[config.mk]
export PLATFORM = sky130hd
export DESIGN_NAME = raster_window_gate
export DESIGN_NICKNAME = d
export VERILOG_FILES = /design/src/rtl/raster_window_gate.sv
export SDC_FILE = /design/constraint.sdc
export NUM_CORES = 1
export LEC_CHECK = 0
export CELL_PAD_IN_SITES_DETAIL_PLACEMENT = 0
export CELL_PAD_IN_SITES_GLOBAL_PLACEMENT = 1
export CORE_UTILIZATION = 44
export DETAILED_ROUTE_END_ITERATION = 12
export PLACE_DENSITY_LB_ADDON = 0.1
export SYNTH_ARGS = -nofsm -noshare
export SYNTH_HDL_FRONTEND = slang
export SYNTH_SLANG_ARGS = --single-unit
[constraint.sdc]
create_clock -name clock -period 5.63 [get_ports clock]
set_input_delay 0.563 -clock clock [delete_from_list [all_inputs] [get_ports clock]]
set_output_delay 0.563 -clock clock [all_outputs]
set_load 0.01 [all_outputs]
[src/rtl/raster_window_gate.sv]
// Raster window gate: tracks raster position of accepted beats and
// forwards pixels inside a movable window through a one-entry output stage.
module raster_window_gate #(
  parameter int DATA_WIDTH  = 8,
  parameter int TOTAL_COLS  = 1201,
  parameter int TOTAL_ROWS  = 1201,
  parameter int ACTIVE_COLS = 800,
  parameter int ACTIVE_ROWS = 600,
  parameter int CNT_WIDTH   = 13,
  parameter int FRAME_WIDTH = 16
) (
  input  logic                   clock,
  input  logic                   reset_n,
  input  logic                   enable,
  input  logic [CNT_WIDTH-1:0]   win_x,
  input  logic [CNT_WIDTH-1:0]   win_y,
  input  logic                   in_valid,
  input  logic                   in_sof,
  input  logic [DATA_WIDTH-1:0]  in_data,
  output logic                   in_ready,
  output logic                   out_valid,
  output logic [DATA_WIDTH-1:0]  out_data,
  output logic                   out_sof,
  output logic                   out_eol,
  output logic                   out_eof,
  input  logic                   out_ready,
  output logic [FRAME_WIDTH-1:0] frame_count
);

  localparam int CW1 = CNT_WIDTH + 1;
  localparam logic [CNT_WIDTH-1:0] COL_LAST = CNT_WIDTH'(TOTAL_COLS - 1);
  localparam logic [CNT_WIDTH-1:0] ROW_LAST = CNT_WIDTH'(TOTAL_ROWS - 1);
  localparam logic [CW1-1:0] ACOLS = CW1'(ACTIVE_COLS);
  localparam logic [CW1-1:0] AROWS = CW1'(ACTIVE_ROWS);
  localparam logic [CW1-1:0] ACOL_LAST = CW1'(ACTIVE_COLS - 1);
  localparam logic [CW1-1:0] AROW_LAST = CW1'(ACTIVE_ROWS - 1);

  logic [CNT_WIDTH-1:0] col, row;
  logic [CNT_WIDTH-1:0] wx, wy;
  logic                 pend;
  logic [CNT_WIDTH-1:0] pcol, prow;
  logic [CNT_WIDTH-1:0] ox, oy;
  logic [CW1-1:0]       dx, dy;
  logic                 in_win;
  logic                 fwd;
  logic                 accept;
  logic                 frame_end;

  // Position and window test of the beat currently on the input.
  // pend covers the first cycle after reset, before wx/wy are latched.
  always_comb begin
    pcol      = in_sof ? '0 : col;
    prow      = in_sof ? '0 : row;
    ox        = (in_sof || pend) ? win_x : wx;
    oy        = (in_sof || pend) ? win_y : wy;
    dx        = {1'b0, pcol} - {1'b0, ox};
    dy        = {1'b0, prow} - {1'b0, oy};
    in_win    = (dx < ACOLS) && (dy < AROWS);
    fwd       = in_win && enable;
    in_ready  = !fwd || !out_valid || out_ready;
    accept    = in_valid && in_ready;
    frame_end = (pcol == COL_LAST) && (prow == ROW_LAST);
  end

  // Raster position counters, advanced once per accepted beat.
  always_ff @(posedge clock or negedge reset_n) begin
    if (!reset_n) begin
      col <= '0;
      row <= '0;
    end else if (accept) begin
      if (pcol == COL_LAST) begin
        col <= '0;
        row <= (prow == ROW_LAST) ? '0 : prow + 1'b1;
      end else begin
        col <= pcol + 1'b1;
        row <= prow;
      end
    end
  end

  // Window origin, held constant for a whole frame.
  always_ff @(posedge clock or negedge reset_n) begin
    if (!reset_n) begin
      wx   <= '0;
      wy   <= '0;
      pend <= 1'b1;
    end else begin
      pend <= 1'b0;
      if (pend || (accept && (in_sof || frame_end))) begin
        wx <= win_x;
        wy <= win_y;
      end
    end
  end

  // Completed frames; a resync-truncated frame never reaches frame_end.
  always_ff @(posedge clock or negedge reset_n) begin
    if (!reset_n)
      frame_count <= '0;
    else if (accept && frame_end)
      frame_count <= frame_count + 1'b1;
  end

  // One-entry output register; payload is zeroed whenever it is empty.
  always_ff @(posedge clock or negedge reset_n) begin
    if (!reset_n) begin
      out_valid <= 1'b0;
      out_data  <= '0;
      out_sof   <= 1'b0;
      out_eol   <= 1'b0;
      out_eof   <= 1'b0;
    end else if (accept && fwd) begin
      out_valid <= 1'b1;
      out_data  <= in_data;
      out_sof   <= (dx == '0) && (dy == '0);
      out_eol   <= (dx == ACOL_LAST);
      out_eof   <= (dx == ACOL_LAST) && (dy == AROW_LAST);
    end else if (out_valid && out_ready) begin
      out_valid <= 1'b0;
      out_data  <= '0;
      out_sof   <= 1'b0;
      out_eol   <= 1'b0;
      out_eof   <= 1'b0;
    end
  end

endmodule

# Yosys cells after proc, flatten, opt, wreduce, memory -nomap -nowiden
# Cells that the tools add are included.
# word_totals
ff_bits,81
# classes
eq_ne,4
n_reduce_logical,20
mux,14
add_sub_neg,5
magnitude_cmp,2
# ops
op,n
13-bit 2-to-1 mux,7
14-bit by 10-bit == test with 1-bit output (second input constant),2
14-bit zero test,2
14-bit by 10-bit less-than comparator with 1-bit output (second input constant),2
13-bit by 13-bit subtractor with 14-bit output,2
13-bit by 1-bit adder with 13-bit output (second input constant),2
13-bit by 11-bit == test with 1-bit output (second input constant),2
16-bit by 1-bit adder with 16-bit output (second input constant),1
8-bit 2-to-1 mux,2
1-bit logical AND,10
1-bit logical OR,5
1-bit 2-to-1 mux,5
1-bit zero test,2
2-bit nonzero test,1

# Logic depth before layout (Yosys ltp)
# Gate-level depths: netlist of run 1.
# depth
ltp_word,12
depth_mapped,18
mapped_depth_nobuf,14

# Worst setup path before layout of run 1
# OpenSTA, ideal clock, no wires.
# synth_path
path_type,input port to flip-flop
startpoint,input in_sof
endpoint,register wx[10]
n_path_buf,5
setup_time_ns,0.125
path_slack_ns,0.413
path_stages,17
arrival_time_ns,5.092
t_required_ns,5.505
cell_sequence,clkbuf_1 -> clkbuf_1 -> nor2_1 -> clkbuf_1 -> mux2i_1 -> ha_1 -> buf_2 -> a21oi_1 -> o22ai_1 -> a2111oi_2 -> xor2_1 -> nor2_1 -> a2111o_1 -> or3_4 -> a31oi_4 -> buf_6 -> mux2_2
# synth_between
elab_chain_cells,12
# synth_lines
element,line,rtl
from (decl),18,"input logic in_sof,"
1-bit logical OR,"54, 55",
"13-bit 2-to-1 mux, on equally long branches","54, 55",
"13-bit by 13-bit subtractor with 14-bit output, on equally long branches","56, 57",
14-bit by 10-bit less-than comparator with 1-bit output,58,in_win = (dx < ACOLS) && (dy < AROWS);
1-bit logical AND *,58,
1-bit logical AND *,59,fwd = in_win && enable;
1-bit zero test *,60,in_ready = !fwd || !out_valid || out_ready;
1-bit logical OR * (2 in series),60,
via in_ready,20,"output logic in_ready,"
1-bit logical AND *,61,accept = in_valid && in_ready;
1-bit logical AND *,89,if (pend || (accept && (in_sof || frame_end))) begin
1-bit logical OR *,89,
to (signal assigned),90,wx <= win_x;
to (decl),39,"logic [CNT_WIDTH-1:0] wx, wy;"
# The timed path passes the listed nets; every way through them passes the cells marked *.
# A chain may end at the register's enable or synchronous reset.

# Worst setup path in the final report of run 1
# layout_path
startpoint,input in_sof
endpoint,output in_ready
# layout_between
elab_chain_cells,9
# layout_lines
element,line
1-bit logical OR,"54, 55"
"13-bit 2-to-1 mux, on equally long branches","54, 55"
"13-bit by 13-bit subtractor with 14-bit output, on equally long branches","56, 57"
14-bit by 10-bit less-than comparator with 1-bit output,58
1-bit logical AND *,58
1-bit logical AND *,59
1-bit zero test *,60
1-bit logical OR * (2 in series),60
to (decl),20
# Mark *: on every way between the ends. The rest lies on a longest branch, timed or not.

==> results by group, run 1 <==
Run status
  – Violations in the final reports: design-rule violations
  – Run status: finished, violations left

STA
  – Slew @ Worst Pin: 1.057 ns
  – Period utilization: 95.36%
  – Rel. slew slack: 29.55%
  – Setup repair after global routing missed its margin: false
  – Final hold vios: 0
  – Final TNS setup: 0 ns
  – Final Max Slew Viols: 0
  – Tmin final: 5.369 ns
  – Clock skew: 0.006598 ns
  – Endpoints failing setup: 0
  – Peak Freq: between 0.15 and 0.2 GHz

Synthesis
  – Synth Warn #: 0
  – Top FF cell, synth: dfrtp_1
  – Post-synthesis sequential area ratio: a little over a third
  – Post-synth EDFFs: 0
  – Synthesized area: 5675 um^2
  – Post-synthesis cell type count: 62
  – Syn Inst Count: 615
  – Syn avg cell area: 9.228 um^2
  – Post-synth ARST share: 100.0%
  – Post-synth net total: 688
  – #FFs+latches synth: a little over 80

Setup path
  – Worst path max stage delay: 0.56 ns
  – Critical path arrival: approximately 4.8 ns
  – WP buf/inv: 4
  – Type of origin of the critical path: primary input
  – Critical path class: in2out
  – CP delay by family, top: buffers and inverters
  – WP data required: 5.07 ns
  – CP endpoint kind: output port
  – Critical-path top delay cell: clkdlybuf4s50_1
  – Crit-path max FO: 23
  – Critical-path cell list: clkdlybuf4s50_1 > buf_4 > buf_4 > nor2b_1 > ha_1 > nand4_1 > a2111oi_2 > o31ai_1 > mux2_2 > nand4_1 > a2111o_1 > or3_4 > clkdlybuf4s50_1

Pwr
  – Power Density: 219.4 nW/um^2
  – Static leakage: 3.048 nW
  – Peak VDD IR: roughly 0.00015 V

Floorplan
  – Cell Rows: 41
  – Die Ht: 115.6 um
  – Die Area: roughly 13000 um^2
  – Core Region: roughly 13000 um^2
  – Initial Util: 44.97%
  – Die X-Extent: 115.6 um
  – # IOs: a little under 70

Finish
  – Area Overhead vs Synth: 21.30%
  – Fillers: 1193
  – Final instance area: 6884 um^2
  – Post-route non-filler standard cell count: 854
  – Final core occ: 54.55%
  – Commonest non-fill, non-tap cell in the layout: dfrtp_1
  – Layout Nets: between 700 and 800
  – Ant diodes: 0
  – Most frequent cells in the layout: dfrtp_1, clkdlybuf4s50_1, nand2_1
  – Share of cells above drive strength 1: roughly a tenth

Routing
  – Drt first-iter violations: 216
  – Routed WL: 13.70 mm
  – Antenna Nets Post-Route: 0
  – Residual DRC: 2
  – Vias per inst: 5.529
  – Wire per inst: ~16 um
  – First-pass iteration count of the detailed router: 8
  – Routed vias: 4722

Clock network
  – Num CTS Buffers: 9
  – Clk sinks: around 80
  – Hold Buf Count CTS: 0
  – Clock slew at reported path FFs: 0.07 ns
  – Clock Path Buffers: 2
  – Clock Root Buffer: clkbuf_16
  – CTS HTree Levels: 3
  – CTS tree: yes
  – Post-CTS Setup Inserts: 0
  – Clk_lat worst skew: 0.35 ns
  – Post-CTS Resized: 0

Min path
  – HP Class: in2async

GRT
  – Global Route Usage Sum: between 20% and 30%
  – Largest net degree at the start of global routing: just over 80
  – Grt ovf: 0
  – Initial antenna violation count: 0
  – Vias in the first global route: 4525
  – First-pass GRT wire length: 22.51 mm

Place
  – Placed cell area: 6561 um^2
  – I/O Buffers: 68
  – DP HPWL: about 10 mm
  – GPL Wtd Cong: 0.8954
  – Placed Instances: ~840

Job
  – Max_cap viols: 0
-- sequential cells by signal, indices dropped and copies added, names as in the netlist --
register and count:
row 13, out_eol 1, wy 13, wx 13, out_valid 1, out_sof 1, col 13, frame_count 16
out_eof 1, out_data 8, pend 1
-- per-layer routing --
metal  GRT usage, %  vias to the layer above  part of all wire [%]
li1               -                     2362                     -
met2          35.97                       78                    48
met3          2.824                       18                   2.7
met5              0                        -                     0
met1          29.19                     2264                    48
met4          7.706                        0                   1.6
-- worst paths after layout --
path                            startpoint         endpoint  slack [ns]  depth (start not counted)
hold / removal                     reset_n           wx[10]        0.41                          1
hold reg to reg            frame_count[15]  frame_count[15]        0.48                          1
max in group asynchronous          reset_n            wy[6]        4.55                          1
setup reg to reg                      pend            wy[4]        1.10                         16
setup / recovery                    in_sof         in_ready        0.26                         13
min in group clock         frame_count[15]  frame_count[15]        0.48                          1
-- metrics by stage --
stage          hold WS, ns  total power [mW]  worst slack [ns]
3_3_place_gp        0.4556            0.8783            0.2928
5_1_grt             0.5076             1.581           0.02721
3_5_place_dp        0.4641            0.8813            0.2471
6_report            0.4072             1.510            0.2615
2_1_floorplan       0.2674            0.7909            0.4133
4_1_cts             0.4548             1.533            0.2361
-- kinds of logic after synthesis --
logic type | Yosys count | synth area share [%]
other | 1 | 0.06607
XOR/XNOR | 30 | 4.630
flip-flops | 81 | 35.74
buffers and inverters | 57 | 4.145
adder cells (fa/ha/maj) | 33 | 7.540
multiplexers | 66 | 12.37
AND/OR/NAND/NOR | 229 | 20.94
AO/OA/AOI/OAI | 118 | 14.57
-- area by class of cell --
type / instances / area (um^2) / share of cell area (%)
timing repair buffer: 78 / 790.8 / 11.49
sequential: 81 / 2028 / 29.46
tap: 172 / 215.2 / 3.126
clock inverter: 7 / 92.59 / 1.345
multi-input combinational: 477 / 3420 / 49.67
inverter: 30 / 112.6 / 1.636
clock buffer: 9 / 225.2 / 3.272
-- cell usage after synthesis, types with 3 or more instances --
library cell | n | area [um^2]
a21boi_0 | 3 | 22.52
mux2_2 | 31 | 349.1
and2_1 | 6 | 37.54
nand2_1 | 57 | 214.0
a21o_1 | 5 | 37.54
inv_1 | 30 | 112.6
ha_1 | 31 | 387.9
xor2_1 | 20 | 175.2
clkbuf_1 | 18 | 67.56
nand3_1 | 28 | 140.1
a211oi_1 | 3 | 22.52
mux2i_1 | 33 | 330.3
nor2_1 | 32 | 120.1
nand2b_1 | 12 | 75.07
xnor2_1 | 10 | 87.58
o211ai_1 | 6 | 45.04
o21a_1 | 8 | 60.06
nand4_1 | 11 | 68.82
a221o_1 | 5 | 50.05
a31oi_1 | 3 | 18.77
nor3_1 | 15 | 75.07
o31ai_1 | 13 | 97.59
buf_2 | 5 | 25.02
nor2b_1 | 26 | 162.7
a211o_1 | 3 | 26.28
and3_1 | 8 | 50.05
o21ai_0 | 27 | 135.1
dfrtp_1 | 80 | 2002
a21oi_1 | 25 | 125.1
nor4_1 | 16 | 100.1
-- power by group --
| group | switching [mW] | internal [mW] | leakage, nW | total, mW |
|---|---|---|---|---|
| Sequential | 0.0156 | 0.606 | 1.06 | 0.622 |
| Combinational | 0.134 | 0.115 | 1.82 | 0.249 |
| Clock | 0.251 | 0.389 | 0.160 | 0.640 |
(Power assumes the default switching activity.)
==> run 2: changes to the inputs <==
SETUP_SLACK_MARGIN = 0.05   (was unset)
==> results by group, run 2 (synthesis results as in run 1) <==
Place
  – I/O Buffers: 68 (unchanged)
  – GPL Wtd Cong: 0.8954 (unchanged)
  – Placement Setup Slack: 0.2471 ns (unchanged)
  – Placed Instances: 838 (unchanged)
  – DP HPWL: 10.05 mm (unchanged)

Clock network
  – CTS tree: yes (unchanged)
  – Num CTS Buffers: 9 (unchanged)
  – Clock Root Buffer: clkbuf_16 (unchanged)
  – Clk_lat worst skew: 0.34 ns (was 0.35 ns)
  – Clock Path Buffers: 2 (unchanged)
  – Clock slew at reported path FFs: 0.07 ns (about the same)
  – Clk sinks: 81 (unchanged)
  – Hold Buf Count CTS: 0 (unchanged)
  – CTS HTree Levels: 3 (unchanged)

Run status
  – Violations in the final reports: design-rule violations (unchanged)
  – Run status: finished, violations left (unchanged)

GRT
  – Initial antenna violation count: 0 (unchanged)
  – Grt ovf: 0 (unchanged)
  – Global Route Usage Sum: 21.74% (unchanged)
  – Vias in the first global route: 4525 (unchanged)
  – GR peak layer: met2 (unchanged)
  – First-pass GRT wire length: 22.51 mm (unchanged)
  – Largest net degree at the start of global routing: 82 (unchanged)
  – M1 GR Usage: 29.19% (unchanged)
  – M3 GR Usage: 2.824% (unchanged)
  – Met2 GRT Util: 35.97% (unchanged)

Routing
  – Routed WL: 13.70 mm (about the same)
  – Drt first-iter violations: 248 (was 216)
  – Residual DRC: 2 (unchanged)
  – Antenna Nets Post-Route: 0 (unchanged)
  – Wire per inst: 16.04 um (about the same)
  – First-pass iteration count of the detailed router: 8 (unchanged)
  – Routed vias: 4726 (was 4722)
  – Vias per inst: 5.534 (was 5.529)

Finish
  – Ant diodes: 0 (unchanged)
  – Commonest non-fill, non-tap cell in the layout: dfrtp_1 (unchanged)
  – Most frequent cells in the layout: dfrtp_1, clkdlybuf4s50_1, nand2_1 (unchanged)
  – Final core occ: 54.65% (was 54.55%)
  – Reg with most FFs: frame_count (unchanged)
  – Layout Nets: 750 (unchanged)
  – Number of flip-flops under the largest register name: 16 (unchanged)
  – Area Overhead vs Synth: 21.52% (was 21.30%)
  – Share of cells above drive strength 1: 10.26% (unchanged)
  – Fillers: 1193 (unchanged)
  – Post-route non-filler standard cell count: 854 (unchanged)
  – Multi-input gate area: 3432 um^2 (was 3420 um^2)
  – Register area: 2028 um^2 (unchanged)

Pwr
  – Peak VDD IR: 0.0001474 V (was 0.0001470 V)
  – Power Density: 219.3 nW/um^2 (was 219.4 nW/um^2)
  – Pwr Total: 1.512 mW (was 1.510 mW)
  – Static leakage: 3.048 nW (about the same)

Floorplan
  – # IOs: 69 (unchanged)
  – Initial Util: 44.97% (unchanged)
  – Cell Rows: 41 (unchanged)
  – Die Ht: 115.6 um (unchanged)
  – Die X-Extent: 115.6 um (unchanged)
  – Core Region: 12620 um^2 (unchanged)
  – Die Area: 13360 um^2 (unchanged)

Setup path
  – Critical path arrival: 4.81 ns (about the same)
  – Critical path class: in2out (unchanged)
  – WP buf/inv: 4 (unchanged)
  – CP endpoint kind: output port (unchanged)
  – Crit-path max FO: 23 (unchanged)
  – WP data required: 5.07 ns (about the same)
  – Worst path max stage delay: 0.50 ns (was 0.56 ns)
  – Critical-path cell list: clkdlybuf4s50_1 > buf_4 > nor2b_1 > inv_1 > ha_1 > fa_1 > and2b_1 > o2111ai_1 > a211o_1 > a311oi_1 > nand4_1 > a2111o_1 > or3_4 > clkdlybuf4s50_1 (was clkdlybuf4s50_1 > buf_4 > buf_4 > nor2b_1 > ha_1 > nand4_1 > a2111oi_2 > o31ai_1 > mux2_2 > nand4_1 > a2111o_1 > or3_4 > clkdlybuf4s50_1)
  – CP delay by family, top: buffers and inverters (unchanged)
  – Type of origin of the critical path: primary input (unchanged)
  – Critical-path top delay cell: clkdlybuf4s50_1 (unchanged)
  – Cell mode on critical path: clkdlybuf4s50_1

Job
  – Max_cap viols: 0 (unchanged)

STA
  – Slew @ Worst Pin: 1.060 ns (was 1.057 ns)
  – Rel. slew slack: 29.35% (was 29.55%)
  – Final TNS setup: 0 ns (unchanged)
  – Endpoints failing setup: 0 (unchanged)
  – Peak Freq: 0.1860 GHz (was 0.1863 GHz)
  – Period utilization: 95.48% (was 95.36%)
  – Clock skew: 0.006724 ns (was 0.006598 ns)
  – Tmin final: 5.376 ns (was 5.369 ns)
  – Setup repair after global routing missed its margin: false (unchanged)
  – Final Max Slew Viols: 0 (unchanged)
  – Setup ws final: 0.2544 ns (was 0.2615 ns)
  – Final hold vios: 0 (unchanged)

Min path
  – HP Class: in2async (unchanged)
run 2: cell types whose count changed in the layout (fill, tap and decap cells not counted):
cell	before	now
a2111oi_2	2	1
a2111oi_4	0	1
run 2: worst paths after layout:
| path | depth (start not counted) | slack, ns | start | to |
|---|---|---|---|---|
| worst max-delay path | 14 | 0.25 | in_sof | in_ready |
| worst min-delay path | 1 | 0.41 | reset_n | wx[10] |
| worst max register to register | 16 | 1.10 | pend | wy[4] |
| worst min register to register | 1 | 0.48 | frame_count[15] | frame_count[15] |
| max in group asynchronous | 1 | 4.54 | reset_n | wy[6] |
| min in group clock | 1 | 0.48 | frame_count[15] | frame_count[15] |
run 2: cell type report:
cell class / count / area share [%]
clock inverters: 7 / 1.343
flip-flops and latches: 81 / 29.41
inverters: 30 / 1.633
clock buffers: 9 / 3.266
well taps: 172 / 3.120
repair buffers: 78 / 11.47
multi-input cells: 477 / 49.76
run 2: report_power, final:
group / internal (mW) / switching [mW]
sequential: 0.606 / 0.0156
combinational: 0.116 / 0.136
clock: 0.389 / 0.251
run 2: stage by stage:
| step | instance area (um^2) | hold slack, ns |
|---|---|---|
| after detailed placement | 6561 | 0.4641 |
| after global routing | 6897 | 0.5076 |
| after global placement | 6561 | 0.4556 |
| after floorplan | 5675 | 0.2674 |
| after CTS | 6879 | 0.4548 |
| final | 6897 | 0.4089 |
run 2: repair_timing:
item	CTS	global route
endpoints found under the setup margin	0	1
setup buffers	0	0
gates resized for setup	0	2
run 2: metal layers:
| layer | vias up | wire length (um) |
|---|---|---|
| met5 | - | 0 |
| met4 | 0 | 225 |
| met3 | 18 | 340 |
| met2 | 73 | 6548 |
| met1 | 2273 | 6584 |
| li1 | 2362 | - |
==> run 3: changes to the inputs <==
--- a/config.mk
+++ b/config.mk
@@ -10,5 +10,5 @@
 export CORE_UTILIZATION = 44
 export DETAILED_ROUTE_END_ITERATION = 12
-export PLACE_DENSITY_LB_ADDON = 0.1
+export PLACE_DENSITY = 0.81
 export SETUP_SLACK_MARGIN = 0.05
 export SYNTH_ARGS = -nofsm -noshare
==> constraint.sdc (replaced) <==
create_clock -name clock -period 5.63 [get_ports clock]
set_input_delay 1.126 -clock clock [delete_from_list [all_inputs] [get_ports clock]]
set_output_delay 1.126 -clock clock [all_outputs]
set_load 0.01 [all_outputs]
==> results by group, run 3 (synthesis results as in run 1) <==
Run status
  – Run status: finished, final reports clean (was finished, violations left)

STA
  – Endpoints failing setup: 0 (unchanged)
  – Clock skew: 0.01010 ns (was 0.006724 ns)
  – Final hold vios: 0 (unchanged)
  – Rel. slew slack: 31.30% (was 29.35%)
  – Period utilization: 97.21% (was 95.48%)
  – Setup repair after global routing missed its margin: false (unchanged)
  – Final Max Slew Viols: 0 (unchanged)
  – Slew @ Worst Pin: 1.030 ns (was 1.060 ns)
  – Worst hold slack: 0.4740 ns (was 0.4089 ns)
  – Final TNS setup: 0 ns (unchanged)
  – Tmin final: 5.473 ns (was 5.376 ns)
  – Peak Freq: 0.1827 GHz (was 0.1860 GHz)

Routing
  – Antenna Nets Post-Route: 0 (unchanged)
  – Wire per inst: 15.16 um (was 16.04 um)
  – Routed vias: 5022 (was 4726)
  – First-pass iteration count of the detailed router: 4 (was 8)
  – Routed WL: 14.19 mm (was 13.70 mm)
  – Drt first-iter violations: 211 (was 248)
  – Residual DRC: 0 (was 2)
  – Vias per inst: 5.365 (was 5.534)

Setup path
  – Type of origin of the critical path: primary input (unchanged)
  – Crit-path max FO: 3 (was 23)
  – Critical path arrival: 4.35 ns (was 4.81 ns)
  – WP data required: 4.50 ns (was 5.07 ns)
  – Reg2Reg Launch Point: pend (unchanged)
  – Worst path max stage delay: 0.54 ns (was 0.50 ns)
  – Critical-path top delay cell: clkdlybuf4s50_1 (unchanged)
  – CP endpoint kind: output port (unchanged)
  – FF-to-FF path depth: 16 (unchanged)
  – RR Endpoint: wy[6] (was wy[4])
  – Critical-path cell list: clkdlybuf4s50_1 > mux2_2 > ha_1 > inv_1 > fa_2 > a211oi_4 > o31ai_4 > a41oi_2 > mux2i_1 > o211ai_1 > a2111o_1 > or3_4 > buf_4 (was clkdlybuf4s50_1 > buf_4 > nor2b_1 > inv_1 > ha_1 > fa_1 > and2b_1 > o2111ai_1 > a211o_1 > a311oi_1 > nand4_1 > a2111o_1 > or3_4 > clkdlybuf4s50_1)
  – Critical path class: in2out (unchanged)
  – R2R setup slack: 1.23 ns (was 1.10 ns)

Floorplan
  – Core Region: 12620 um^2 (unchanged)
  – Die X-Extent: 115.6 um (unchanged)
  – Die Ht: 115.6 um (unchanged)
  – # IOs: 69 (unchanged)
  – Die Area: 13360 um^2 (unchanged)
  – Initial Util: 44.97% (unchanged)
  – Cell Rows: 41 (unchanged)

Pwr
  – Pwr Total: 1.517 mW (was 1.512 mW)
  – Peak VDD IR: 0.0001138 V (was 0.0001474 V)
  – Power Density: 200.8 nW/um^2 (was 219.3 nW/um^2)
  – Static leakage: 3.452 nW (was 3.048 nW)

GRT
  – GR peak layer: met2 (unchanged)
  – Global Route Usage Sum: 22.34% (was 21.74%)
  – Grt ovf: 0 (unchanged)
  – Met2 GRT Util: 36.37% (was 35.97%)
  – Largest net degree at the start of global routing: 82 (unchanged)
  – Vias in the first global route: 4884 (was 4525)
  – Initial antenna violation count: 0 (unchanged)
  – M1 GR Usage: 30.30% (was 29.19%)
  – First-pass GRT wire length: 23.29 mm (was 22.51 mm)
  – M3 GR Usage: 3.086% (was 2.824%)

Min path
  – Min-Delay Endpoint: frame_count[15]
  – HP Class: reg2reg (was in2async)
  – Hold_sp: frame_count[15]
  – Hold path depth: 1

Clock network
  – Clock Path Buffers: 2 (unchanged)
  – Num CTS Buffers: 9 (unchanged)
  – CTS tree: yes (unchanged)
  – Clk sinks: 81 (unchanged)
  – Clock slew at reported path FFs: 0.06 ns (was 0.07 ns)
  – Clock Root Buffer: clkbuf_16 (unchanged)
  – CTS HTree Levels: 3 (unchanged)
  – Hold Buf Count CTS: 0 (unchanged)
  – Clk_lat worst skew: 0.35 ns (was 0.34 ns)

Place
  – I/O Buffers: 68 (unchanged)
  – GPL Wtd Cong: 0.8286 (was 0.8954)
  – DP HPWL: 10.51 mm (was 10.05 mm)
  – Placed cell area: 7156 um^2 (was 6561 um^2)

Finish
  – Final core occ: 59.88% (was 54.65%)
  – Ant diodes: 0 (unchanged)
  – Number of flip-flops under the largest register name: 16 (unchanged)
  – Area Overhead vs Synth: 33.13% (was 21.52%)
  – Reg with most FFs: frame_count (unchanged)
  – Share of cells above drive strength 1: 21.20% (was 10.26%)
  – Commonest non-fill, non-tap cell in the layout: buf_4 (was dfrtp_1)
  – Layout Nets: 832 (was 750)
  – Most frequent cells in the layout: buf_4, dfrtp_1, clkdlybuf4s50_1 (was dfrtp_1, clkdlybuf4s50_1, nand2_1)
  – Final instance area: 7556 um^2 (was 6897 um^2)

Job
  – Max_cap viols: 0 (unchanged)
run 3: critical path, delay by kind of cell:
| family | cells | cell delay (ns) |
|---|---|---|
| adders and majority gates | 2 | 0.56 |
| buffers and inverters | 3 | 0.78 |
| and+or+nand+nor | 1 | 0.39 |
| AOI/OAI and AO/OA | 5 | 1.10 |
| muxes | 2 | 0.39 |
run 3: area by class of cell:
cell class                      instances  area, um^2
Clock buffer                           11       232.7
Clock inverter                          5       57.56
Fill cell                            1109        5064
Inverter                               30       112.6
Multi-Input combinational cell        477        3512
Sequential cell                        81        2028
Tap cell                              172       215.2
Timing Repair Buffer                  160        1398
run 3: repair_timing:
action | 4_1_cts | 5_1_grt
endpoints found under the setup margin | 1 | 1
pin swaps | 6 | 9
resized for setup | 12 | 15
setup buffers | 1 | 2
endpoints found under the hold margin | 0 | 0
run 3: worst max-delay path by stage:
stage	startpoint	end	slack, ns	depth (start not counted)
floorplan	in_sof	in_ready	0.06	13
global placement	in_sof	in_ready	-0.57	13
detailed placement	in_sof	in_ready	-0.67	14
CTS	in_sof	in_ready	0.05	13
global route	win_y[0]	in_ready	0.04	13
finish	win_y[0]	in_ready	0.16	13
run 3: where the power goes:
part | total (mW) | leakage (nW) | switching, mW | internal, mW
Clock | 0.588 | 0.143 | 0.244 | 0.344
Sequential | 0.623 | 1.06 | 0.0164 | 0.606
Combinational | 0.306 | 2.24 | 0.148 | 0.158
Total | 1.52 | 3.45 | 0.409 | 1.11
run 3: per-layer routing:
| metal | vias up | share of wire [%] | wire length [um] |
|---|---|---|---|
| li1 | 2522 | - | - |
| met1 | 2395 | 48 | 6859 |
| met2 | 86 | 46 | 6569 |
| met3 | 19 | 3.8 | 535 |
| met4 | 0 | 1.6 | 221 |
| met5 | - | 0 | 0 |
run 3: per-stage QoR:
step,setup WS [ns],cells
final,0.1570,936
after global routing,0.03621,936
after CTS,0.05167,934
after detailed placement,-0.6669,917
after global placement,-0.5723,917
after floorplan,0.05807,615
